<file path="src/rtl/freq_latch_bank_if.sv">
// Bus between the gate controller / display side and freq_latch_bank.
// PEAK_HOLD_EN adds peak_clr and d_peak to the bundle.
interface freq_latch_bank_if #(
   parameter int DIGITS = 8,
   parameter int DEPTH  = 4
);
   localparam int W  = 4*DIGITS;
   localparam int IW = $clog2(DEPTH);

   logic          latch_en;
   logic          hold;
   logic          ovf_in;
   logic [W-1:0]  q;
   logic [IW-1:0] rd_idx;
   logic [W-1:0]  d;
   logic [W-1:0]  d_hist;
   logic [DIGITS-1:0] blank_mask;
   logic          new_pulse;
   logic          ovf_flag;
   logic          bcd_err;
   logic [IW:0]   hist_cnt;
   logic [7:0]    drop_cnt;
`ifdef PEAK_HOLD_EN
   logic          peak_clr;
   logic [W-1:0]  d_peak;

   modport master (
      output latch_en, hold, ovf_in, q, rd_idx, peak_clr,
      input  d, d_hist, blank_mask, new_pulse, ovf_flag, bcd_err, hist_cnt, drop_cnt, d_peak
   );
   modport slave (
      input  latch_en, hold, ovf_in, q, rd_idx, peak_clr,
      output d, d_hist, blank_mask, new_pulse, ovf_flag, bcd_err, hist_cnt, drop_cnt, d_peak
   );
`else
   modport master (
      output latch_en, hold, ovf_in, q, rd_idx,
      input  d, d_hist, blank_mask, new_pulse, ovf_flag, bcd_err, hist_cnt, drop_cnt
   );
   modport slave (
      input  latch_en, hold, ovf_in, q, rd_idx,
      output d, d_hist, blank_mask, new_pulse, ovf_flag, bcd_err, hist_cnt, drop_cnt
   );
`endif
endinterface

</file>
<file path="src/rtl/freq_latch_bank.sv">
// Result latch for the frequency meter: validates BCD counts, holds them for the
// display and keeps a history ring. Optional PEAK_HOLD_EN adds a clearable peak register.
module freq_latch_bank #(
   parameter int DIGITS = 8,
   parameter int DEPTH  = 4
) (
   input  logic             clk_1Hz,
   input  logic             rst,
   freq_latch_bank_if.slave bus
);
   localparam int W  = 4*DIGITS;
   localparam int IW = $clog2(DEPTH);
   localparam int CW = IW + 1;

   logic [W-1:0]      ring [DEPTH];
   logic [IW-1:0]     wr_ptr;
   logic [IW-1:0]     rd_ptr;
   logic [W-1:0]      d_r;
   logic              ovf_r;
   logic              err_r;
   logic              pulse_r;
   logic [CW-1:0]     hist_cnt;
   logic [7:0]        drop_r;
   logic              q_valid;
   logic              strobe;
   logic              accept;
   logic              run;
   logic [DIGITS-1:0] blank;

   always_comb begin
      q_valid = 1'b1;
      for (int i = 0; i < DIGITS; i++) begin
         if (bus.q[4*i +: 4] > 4'd9) q_valid = 1'b0;
      end
   end

   assign strobe = bus.latch_en & ~bus.hold;
   assign accept = strobe & q_valid;

   always_ff @(posedge clk_1Hz or posedge rst) begin
      if (rst) begin
         d_r      <= '0;
         ovf_r    <= 1'b0;
         err_r    <= 1'b0;
         pulse_r  <= 1'b0;
         hist_cnt <= '0;
         drop_r   <= '0;
         wr_ptr   <= '0;
         for (int i = 0; i < DEPTH; i++) ring[i] <= '0;
      end else begin
         pulse_r <= accept;
         if (accept) begin
            d_r          <= bus.q;
            ovf_r        <= bus.ovf_in;
            err_r        <= 1'b0;
            ring[wr_ptr] <= bus.q;
            wr_ptr       <= wr_ptr + IW'(1);
            if (hist_cnt != CW'(DEPTH)) hist_cnt <= hist_cnt + CW'(1);
         end else if (strobe) begin
            err_r <= 1'b1;
         end
         if (bus.latch_en && bus.hold && drop_r != 8'hFF) drop_r <= drop_r + 8'd1;
      end
   end

   // rd_idx 0 is the newest entry, one behind the write pointer
   assign rd_ptr = wr_ptr - IW'(1) - bus.rd_idx;

   // Leading-zero scan from the most significant digit; digit 0 always stays lit
   always_comb begin
      blank = '0;
      run   = 1'b1;
      for (int i = DIGITS-1; i >= 0; i--) begin
         run      = run & (d_r[4*i +: 4] == 4'd0);
         blank[i] = run;
      end
      blank[0] = 1'b0;
   end

   assign bus.d          = d_r;
   assign bus.d_hist     = ({1'b0, bus.rd_idx} < hist_cnt) ? ring[rd_ptr] : '0;
   assign bus.blank_mask = blank;
   assign bus.new_pulse  = pulse_r;
   assign bus.ovf_flag   = ovf_r;
   assign bus.bcd_err    = err_r;
   assign bus.hist_cnt   = hist_cnt;
   assign bus.drop_cnt   = drop_r;

`ifdef PEAK_HOLD_EN
   logic [W-1:0] peak_r;

   // Packed BCD orders the same as plain unsigned binary, MSD first
   always_ff @(posedge clk_1Hz or posedge rst) begin
      if (rst) begin
         peak_r <= '0;
      end else if (bus.peak_clr) begin
         peak_r <= '0;
      end else if (accept && bus.q > peak_r) begin
         peak_r <= bus.q;
      end
   end

   assign bus.d_peak = peak_r;
`endif
endmodule

</file>
<file path="src/flat_wrapper.sv">
// flat-port wrapper written by rule: the top's interface ports become plain ports
module freq_latch_bank_flat 
#(
   parameter int DIGITS = 8,
   parameter int DEPTH  = 4
)
  (clk_1Hz, rst, bus_latch_en, bus_hold, bus_ovf_in, bus_q, bus_rd_idx, bus_d, bus_d_hist, bus_blank_mask, bus_new_pulse, bus_ovf_flag, bus_bcd_err, bus_hist_cnt, bus_drop_cnt);
  freq_latch_bank_if #(.DIGITS(DIGITS), .DEPTH(DEPTH)) bus_i ();
  input  logic clk_1Hz;
  input  logic rst;
  input wire logic [$bits(bus_i.latch_en)-1:0] bus_latch_en;
  input wire logic [$bits(bus_i.hold)-1:0] bus_hold;
  input wire logic [$bits(bus_i.ovf_in)-1:0] bus_ovf_in;
  input wire logic [$bits(bus_i.q)-1:0] bus_q;
  input wire logic [$bits(bus_i.rd_idx)-1:0] bus_rd_idx;
  output wire logic [$bits(bus_i.d)-1:0] bus_d;
  output wire logic [$bits(bus_i.d_hist)-1:0] bus_d_hist;
  output wire logic [$bits(bus_i.blank_mask)-1:0] bus_blank_mask;
  output wire logic [$bits(bus_i.new_pulse)-1:0] bus_new_pulse;
  output wire logic [$bits(bus_i.ovf_flag)-1:0] bus_ovf_flag;
  output wire logic [$bits(bus_i.bcd_err)-1:0] bus_bcd_err;
  output wire logic [$bits(bus_i.hist_cnt)-1:0] bus_hist_cnt;
  output wire logic [$bits(bus_i.drop_cnt)-1:0] bus_drop_cnt;
  assign bus_i.latch_en = bus_latch_en;
  assign bus_i.hold = bus_hold;
  assign bus_i.ovf_in = bus_ovf_in;
  assign bus_i.q = bus_q;
  assign bus_i.rd_idx = bus_rd_idx;
  assign bus_d = bus_i.d;
  assign bus_d_hist = bus_i.d_hist;
  assign bus_blank_mask = bus_i.blank_mask;
  assign bus_new_pulse = bus_i.new_pulse;
  assign bus_ovf_flag = bus_i.ovf_flag;
  assign bus_bcd_err = bus_i.bcd_err;
  assign bus_hist_cnt = bus_i.hist_cnt;
  assign bus_drop_cnt = bus_i.drop_cnt;
  freq_latch_bank #(.DIGITS(DIGITS), .DEPTH(DEPTH)) u_core (.clk_1Hz(clk_1Hz), .rst(rst), .bus(bus_i));
endmodule
</file>
<file path="config.mk">
export PLATFORM = sky130hd
export DESIGN_NAME = freq_latch_bank_flat
export DESIGN_NICKNAME = d
export VERILOG_FILES = /design/src/rtl/freq_latch_bank_if.sv /design/src/rtl/freq_latch_bank.sv /design/src/flat_wrapper.sv
export SDC_FILE = /design/constraint.sdc
export NUM_CORES = 1
export LEC_CHECK = 0
export CAP_MARGIN = 20
export CORE_MARGIN = 8
export CORE_UTILIZATION = 54
export CTS_CLUSTER_DIAMETER = 30
export DETAILED_ROUTE_END_ITERATION = 10
export MAX_ROUTING_LAYER = met4
export PLACE_DENSITY_LB_ADDON = 0.2
export RECOVER_POWER = 50
export SLEW_MARGIN = 15
export SYNTH_ARGS = -nofsm -noshare
export SYNTH_HDL_FRONTEND = slang
export SYNTH_SLANG_ARGS = --single-unit
</file>
<file path="constraint.sdc">
create_clock -name clk_1Hz -period 6 [get_ports clk_1Hz]
set_input_delay 0.6 -clock clk_1Hz [delete_from_list [all_inputs] [get_ports clk_1Hz]]
set_output_delay 0.6 -clock clk_1Hz [all_outputs]
set_load 0.005 [all_outputs]
</file>
==> run metrics, run 1 <==
Core ar. 0.01453 mm^2; Avg Vias per Cell 5.703; hold buffer count at cts 0; dominant cells by area after synthesis dfrtp_1 55%, mux2_2 19%, mux2i_1 8.0%; port bufs 123; hold violation count in the final report 0; Top Ports 125; Netlist cell types 35; Final Cycle Share 65.09%; clock-pin slew on the worst setup and hold paths 60 ps; Worst Path Required 5400 ps; Die X 137.9 um; hold_ws 504.9 ps; failing checks max-capacitance violations, max-slew violations; Hold Path Class flop to flop; Nets 725; setup TNS 0 ps; cell taking the most area after synthesis dfrtp_1; Starting Density 55.24%; initial antenna violation count 0; Final Critical Period 3905 ps; ant diodes 0; Routability Congestion 0.8024; number of global-route vias before repair 5,576; Peak VDD IR 0.2100 mV; unrepaired setup endpoints after global routing no; ys async rst share 100.0%; XOR/XNOR share of the synthesized area 1.293%; crit-path max FO 32; row count 44; Simple-Gate Fraction of Synth Area 4.410%; post-CTS sizing 0; Syn-to-layout area delta 25.29%; Setup CP Type primary input to output port; post-synthesis mux area share 32.43%; Syn. warnings 0; Final Max Slew Viols 124; CP Capture Type output port; Max Fclk 256.1 MHz; first-pass GRT wire length 29,850 um; Post-Syn Area 0.008029 mm^2; CTS sink cnt 176; Initial DRT Pass Iterations 4; Final setup viols 0; final WL 18,340 um; CTS tree yes; Final HPWL DP 12,010 um; H-tree depth 4; Commonest cells post-synth 176 x dfrtp_1, 137 x mux2_2, 64 x mux2i_1; outcome finished, violations left; Top cell by count, worst path clkdlybuf4s50_1; clk_lat worst skew 420 ps; compound-gate portion of the synthesized area 3.319%; CTS Buffer Depth 2; Placed Cells 842; syn nets 600; syn avg cell area 14.55 um^2; Worst path slowest cell o21ai_4; most frequent cell after synthesis dfrtp_1; Post-synth EDFFs 0; Die ar. 0.01903 mm^2; area share of fa/ha/maj cells after synthesis 1.403%; worst rel slew slack -72.17%; Synth Flop Type dfrtp_1; Post-DRT Antenna Nets 0; Non-Filler Instances 872; share of the yosys chip area belonging to registers 54.85%; Iter 0 DRT Violations 217; share of layout cells above drive strength 1 31.54%; cell count after synthesis 552; cts bufs inserted 17; Tot GR Track Use 21.02%; WL per Instance 21.04 um; worst slew pin tran 2577 ps; max-cap violation count 1; critical path's top delay family compound AO/OA/AOI/OAI gates; Vias 4,973; Buf+Inv Stages, Crit Path 2; Leakage 4.822 nW; largest family of logic cells by synthesized area multiplexers; Worst Skew 5.259 ps; P per Cell Area 320.3 mW/mm^2; grt total ovfl 0; post-CTS setup buffer count 0; chip height 137.9 um; Worst Path Arrival 3310 ps; FF+latch count, synth 176; DRC Markers 0; Yosys top cell area share 54.85%; Startpoint Class primary input; Worst path max stage delay 910 ps; largest net degree at the start of global routing 124; critical-path cell list clkdlybuf4s50_1, ha_1, a21oi_1, o21ai_4, o22ai_1, clkdlybuf4s50_1; CTS root buf clkbuf_16
-- sequential cells by signal, summed over array words and instances (netlist names) --
name,count
u_core.wr_ptr,2
u_core.bus.bcd_err,1
u_core.ring,128
u_core.bus.d,32
u_core.bus.ovf_flag,1
u_core.bus.drop_cnt,8
u_core.bus.hist_cnt,3
u_core.bus.new_pulse,1
-- power by group --
part	leakage [nW]	internal (mW)	total (mW)	switching [mW]
logic	2.13	0.387	0.756	0.369
registers	2.40	1.29	1.38	0.0813
clock network	0.289	0.642	1.09	0.449
total	4.82	2.32	3.22	0.899
-- cell families after synthesis --
family                     Yosys count
other                                1
adders and majority gates            9
muxes                              229
AOI/OAI and AO/OA                   44
buffers and inverters               35
xor gates and xnor gates            11
and+or+nand+nor                     47
DFF                                176
-- area by class of cell --
| class | instances | area, um^2 |
|---|---|---|
| multi-input combinational | 341 | 3478 |
| fill | 1030 | 4474 |
| timing repair buffer | 134 | 1336 |
| clock buffer | 21 | 470.5 |
| sequential | 176 | 4404 |
| tap | 184 | 230.2 |
| clock inverter | 9 | 110.1 |
| inverter | 7 | 30.03 |
-- cells in the final DEF, fill, tap and decap left out, types with 4 or more instances in the layout --
master,instances
buf_4,8
clkbuf_16,17
clkdlybuf4s50_1,76
clkinv_4,4
dfrtp_1,176
dlygate4sd3_1,47
ha_1,9
inv_1,6
mux2_2,137
mux2_4,28
mux2i_1,64
nand2_1,11
nor4_1,7
nor4_4,5
o21ai_0,8
o22ai_1,32
or4_1,4
xnor2_1,8
-- metrics by stage --
stage                     setup slack [ps]  util, %  instance area [um^2]  total power [mW]
final                                 2095    69.21                 10060             3.222
after global routing                  1554    69.21                 10060             3.360
after CTS                             2061    69.24                 10060             3.272
after detailed placement              2089    65.25                  9483             2.178
after global placement                2125    65.25                  9483             2.156
after floorplan                      626.4        -                  8029             1.833
-- worst paths after layout --
check / slack [ps] / depth (start not counted) / to / startpoint
worst max-delay path: 2090 / 6 / bus_d_hist[19] / bus_rd_idx[1]
worst min-delay path: 500 / 1 / u_core.bus.d[1] / u_core.bus.d[1]
worst max register to register: 3590 / 6 / u_core.ring[48] / u_core.wr_ptr[0]
worst min register to register: 500 / 1 / u_core.bus.d[1] / u_core.bus.d[1]
max in group asynchronous: 2230 / 3 / u_core.bus.d[13] / rst
min in group asynchronous: 1480 / 2 / u_core.ring[92] / rst
-- routing by layer --
layer	up-vias	GRT usage [%]	part of all wire (%)
li1	2261	-	-
met1	2575	25.36	43
met2	113	34.50	50
met3	24	4.420	5.0
met4	0	7.284	1.5
met5	-	-	0
-- worst reg2reg max path, cell delays in order (launching register included) --
cell and delay (ps):
dfrtp_1 440, inv_1 150, ha_1 170, nand2_1 80, nor4_4 810, buf_12 290, mux2_2 370
(Power assumes the default switching activity.)
==> run 2, diff against run 1 <==
clock period = 3.9 ns   (was 6 ns; I/O delays follow)
==> run 2 against run 1 <==
The run still ends with max-capacitance violations, max-slew violations left. Flip-flop and latch count did not move. Combinational power rose by 63%. Critical path depth rose by 3. Register-to-register slack got worse by 1600 ps. Clock power rose by 45%. Utilization rose by 0.28 points. Non-clock buffer count rose by 7. Hold slack got worse by 9.2 ps. Largest cell class unchanged. Largest power group unchanged.
==> run metrics, run 2 (synthesis results as in run 1) <==
outcome finished, violations left; failing checks max-capacitance violations, max-slew violations; Die X 137.9 um; worst slew pin tran 1790 ps; Final Critical Period 3660 ps; hold worst-path end u_core.bus.drop_cnt[7]; Worst path max stage delay 660 ps; Worst Path Required 3510 ps; WL per Instance 20.88 um; Nets 732; row count 44; port bufs 123; setup TNS 0 ps; largest net degree at the start of global routing 61; Final Max Slew Viols 71; Core ar. 0.01453 mm^2; Buf+Inv Stages, Crit Path 4; Reg with most FFs u_core.ring; initial antenna violation count 0; hold violation count in the final report 0; Top Ports 125; post-CTS setup buffer count 0; chip height 137.9 um; post-CTS sizing 0; Routability Congestion 0.7411; DRC Markers 0; Top cell by count, worst path clkdlybuf4s50_1; Post-DRT Antenna Nets 0; FF-to-FF End u_core.bus.drop_cnt[1]; number of global-route vias before repair 5,470; unrepaired setup endpoints after global routing no; cts bufs inserted 17; clock-pin slew on the worst setup and hold paths 60 ps; Final setup viols 0; Worst Skew 4.427 ps; first-pass GRT wire length 29,430 um; final WL 18,380 um; H-tree depth 4; CP Capture Type output port; most frequent cells in the layout 176 x dfrtp_1, 137 x mux2_2, 80 x clkdlybuf4s50_1; critical path's top delay family buffers and inverters; Reg-to-Reg Start u_core.bus.drop_cnt[0]; Starting Density 55.24%; Tot GR Track Use 20.86%; Design Area, Final 0.01010 mm^2; WHS Path Cells 1; P per Cell Area 487.5 mW/mm^2; Placed Cells 848; Peak VDD IR 0.3300 mV; Final Cycle Share 93.84%; Die ar. 0.01903 mm^2; min-delay src u_core.bus.drop_cnt[7]; CTS sink cnt 176; ant diodes 0; Avg Vias per Cell 5.777; grt total ovfl 0; Final HPWL DP 12,430 um; max reg flops 128; critical-path cell list clkdlybuf4s50_1, inv_1, ha_1, xor2_1, xnor2_4, buf_4, mux2i_1, o22ai_1, clkdlybuf4s50_1; CTS root buf clkbuf_16; Non-Filler Instances 880; Critical Path Start bus_rd_idx[0]; Iter 0 DRT Violations 324; Hold Path Class flop to flop; Max Fclk 273.2 MHz; worst reg2reg setup slack 1950 ps; DP Area 0.009552 mm^2; CTS tree yes; CP Depth 9; Leakage 4.850 nW; Worst path slowest cell xnor2_4; Setup CP Type primary input to output port; Syn-to-layout area delta 25.79%; Initial DRT Pass Iterations 4; r2r worst-path depth 4; hold buffer count at cts 0; worst rel slew slack -19.35%; CTS Buffer Depth 2; FILL cells 1,025; commonest non-fill, non-tap cell in the layout dfrtp_1; crit-path max FO 16; clk_lat worst skew 420 ps; Worst Path Arrival 3270 ps; share of layout cells above drive strength 1 31.90%; Startpoint Class primary input; max-cap violation count 2; Vias 5,084
==> run 2: per-layer routing <==
metal / wire [um] / GRT usage [%] / part of all wire, %
met1: 8154 / 26.56 / 44
met2: 8946 / 31.73 / 49
met3: 963 / 4.964 / 5.2
met4: 314 / 8.299 / 1.7
met5: 0 / - / 0
==> run 2: power by group <==
part | total [mW] | internal (mW) | switching [mW] | leakage, nW
Combinational | 1.23 | 0.648 | 0.579 | 2.17
Sequential | 2.11 | 1.99 | 0.123 | 2.40
Clock | 1.58 | 0.929 | 0.654 | 0.279
Total | 4.92 | 3.57 | 1.36 | 4.85
==> run 2: worst max path at each step <==
stage	to	slack [ps]
2_1_floorplan	u_core.bus.bcd_err	1260
3_3_place_gp	bus_d_hist[0]	310
3_5_place_dp	bus_d_hist[5]	240
4_1_cts	bus_d_hist[5]	210
5_1_grt	bus_d_hist[0]	110
6_report	bus_d_hist[5]	240
==> run 2: final cells by class <==
class | instances | area, um^2 | share of cell area [%]
flip-flops and latches | 176 | 4404 | 43.61
multi-input cells | 341 | 3478 | 34.44
repair buffers | 141 | 1403 | 13.89
clock buffers | 27 | 533.0 | 5.277
well taps | 184 | 230.2 | 2.279
inverters | 7 | 27.53 | 0.2725
clock inverters | 4 | 23.77 | 0.2354
==> run 2: worst reg2reg max path, delay by kind of cell (launching register included) <==
kind | cells | cell delay [ps]
AOI/OAI and AO/OA | 1 | 570
and+or+nand+nor | 1 | 220
adders and majority gates | 1 | 240
DFF | 1 | 410
muxes | 1 | 400
==> run 2: through the flow <==
stage	total power [mW]	hold WS, ps	setup slack [ps]	utilization (%)
after detailed placement	3.400	494.7	241.0	65.72
after global placement	3.358	483.3	306.8	65.72
after floorplan	2.820	480.0	1257	-
final	4.924	495.7	240.3	69.49
after global routing	5.157	513.3	107.1	69.49
after CTS	4.993	476.1	206.5	69.55
==> run 3, diff against run 2 <==
--- a/config.mk
+++ b/config.mk
@@ -6,5 +6,4 @@
 export NUM_CORES = 1
 export LEC_CHECK = 0
-export CAP_MARGIN = 20
 export CORE_MARGIN = 8
 export CORE_UTILIZATION = 54
==> constraint.sdc (replaced) <==
create_clock -name clk_1Hz -period 3.9 [get_ports clk_1Hz]
set_input_delay 0.585 -clock clk_1Hz [delete_from_list [all_inputs] [get_ports clk_1Hz]]
set_output_delay 0.585 -clock clk_1Hz [all_outputs]
set_load 0.005 [all_outputs]
==> run 3 against run 2 <==
The run still ends with max-capacitance violations, max-slew violations left. Sequential share of layout area down 0.28 points. Die area unchanged. Critical path type unchanged. Highest routed layer unchanged. Total power up 3.1%.
==> run metrics, run 3 (synthesis results as in run 1) <==
WL per Instance 20.57 um; setup TNS 0 ps; final WL 18,180 um; hold violation count in the final report 0; Design Power 5.074 mW; Tot GR Track Use 20.48%; Non-Filler Instances 884; DRC Markers 0; Max Fclk 273.6 MHz; clock group share of total power 33.9%; share of layout cells above drive strength 1 32.71%; FILL cells 990; P_sw 1.401 mW; commonest non-fill, non-tap cell in the layout dfrtp_1; Worst Skew 10.26 ps; post-CTS setup buffer count 0; Vias 5,040; CTS sink cnt 176; Peak VDD IR 0.3269 mV; DP Area 0.009594 mm^2; P_int 3.674 mW; clock-pin slew on the worst setup and hold paths 60 ps; combinational power share 24.4%; hold buffer count at cts 0; Final setup viols 0; crit-path max FO 26; clk_lat worst skew 420 ps; worst slew pin tran 1727 ps; Top Ports 125; final worst slack 244.8 ps; Avg Vias per Cell 5.701; P per Cell Area 499.2 mW/mm^2; Starting Density 55.24%; Iter 0 DRT Violations 229; CTS tree yes; Placed Cells 852; Worst Path Arrival 3070 ps; Initial DRT Pass Iterations 4; first-pass GRT wire length 29,260 um; Seq pwr share 41.7%; CTS root buf clkbuf_16; cts bufs inserted 17; unrepaired setup endpoints after global routing no; largest net degree at the start of global routing 81; most frequent cells in the layout 176 x dfrtp_1, 137 x mux2_2, 81 x clkdlybuf4s50_1; Hold Path Class flop to flop; number of global-route vias before repair 5,438; CTS Buffer Depth 2; grt total ovfl 0; Setup CP Type primary input to output port; worst rel slew slack -15.12%; failing checks max-capacitance violations, max-slew violations; Final Critical Period 3655 ps; Core ar. 0.01453 mm^2; Routability Congestion 0.7502; row count 44; max-cap violation count 2; Startpoint Class primary input; H-tree depth 4; post-CTS sizing 0; Leakage 4.867 nW; initial antenna violation count 0; Final Max Slew Viols 149; Die ar. 0.01903 mm^2; max reg flops 128; Worst Path Required 3310 ps; Final HPWL DP 12,440 um; outcome finished, violations left; CP Capture Type output port; Syn-to-layout area delta 26.62%; Post-DRT Antenna Nets 0; Die X 137.9 um; Placement Setup Slack 280.0 ps; Reg with most FFs u_core.ring; ant diodes 0; Nets 735; Design Area, Final 0.01017 mm^2; chip height 137.9 um; Final Cycle Share 93.72%; port bufs 123; Sw Ratio 27.60%
==> run 3: cell types whose count changed in the layout (fill, tap and decap cells not counted), moves of 3 or more <==
| cell | change |
|---|---|
| buf_4 | +4 |
| bufinv_16 | +3 |
| clkbuf_1 | -3 |
| clkbuf_8 | -6 |
| clkinvlp_4 | +4 |
==> run 3: power by group through the flow <==
stage / Sequential [mW] / Clock, mW / Combinational (mW)
global route: 2.14 / 1.84 / 1.32
global placement: 2.14 / 0 / 1.26
finish: 2.11 / 1.72 / 1.24
floorplan: 2.13 / 0 / 0.691
CTS: 2.12 / 1.76 / 1.28
detailed placement: 2.15 / 0 / 1.28
==> run 3: metrics by stage <==
stage	hold slack, ps	utilization, %
after global placement	483.6	66.01
after detailed placement	491.7	66.01
after floorplan	480.0	-
after global routing	520.3	69.95
final	502.7	69.95
after CTS	500.1	70.17
==> run 3: final timing paths <==
path                                             start  slack (ps)                      to  cells after the start
min in group asynchronous                          rst         940         u_core.bus.d[0]                      2
max in group asynchronous                          rst         660        u_core.ring[112]                      3
worst min-delay path            u_core.bus.drop_cnt[7]         500  u_core.bus.drop_cnt[7]                      1
worst min register to register  u_core.bus.drop_cnt[7]         500  u_core.bus.drop_cnt[7]                      1
worst max register to register  u_core.bus.drop_cnt[0]        1890  u_core.bus.drop_cnt[1]                      4
worst max-delay path                     bus_rd_idx[0]         240          bus_d_hist[31]                      9
==> run 3: layout make-up <==
cell class | count | area (um^2) | area share (%)
clock buffers | 19 | 442.9 | 4.357
clock inverters | 13 | 161.4 | 1.588
inverters | 7 | 27.53 | 0.2708
multi-input cells | 341 | 3478 | 34.22
flip-flops and latches | 176 | 4404 | 43.32
well taps | 184 | 230.2 | 2.265
repair buffers | 144 | 1421 | 13.98
==> run 3: metal layers <==
| metal | track usage (%) | up-vias | share of wire [%] |
|---|---|---|---|
| met5 | - | - | 0 |
| met4 | 5.970 | 0 | 1.2 |
| met3 | 4.312 | 16 | 5.1 |
| met2 | 32.59 | 115 | 49 |
| met1 | 26.01 | 2614 | 44 |
| li1 | - | 2295 | - |
==> run 3: worst max-delay path, cell delays in order <==
cell	delay (ps)
clkdlybuf4s50_1	490
inv_1	50
ha_1	200
xor2_1	350
xnor2_4	220
buf_12	260
mux2i_1	100
o22ai_1	230
clkdlybuf4s50_1	560
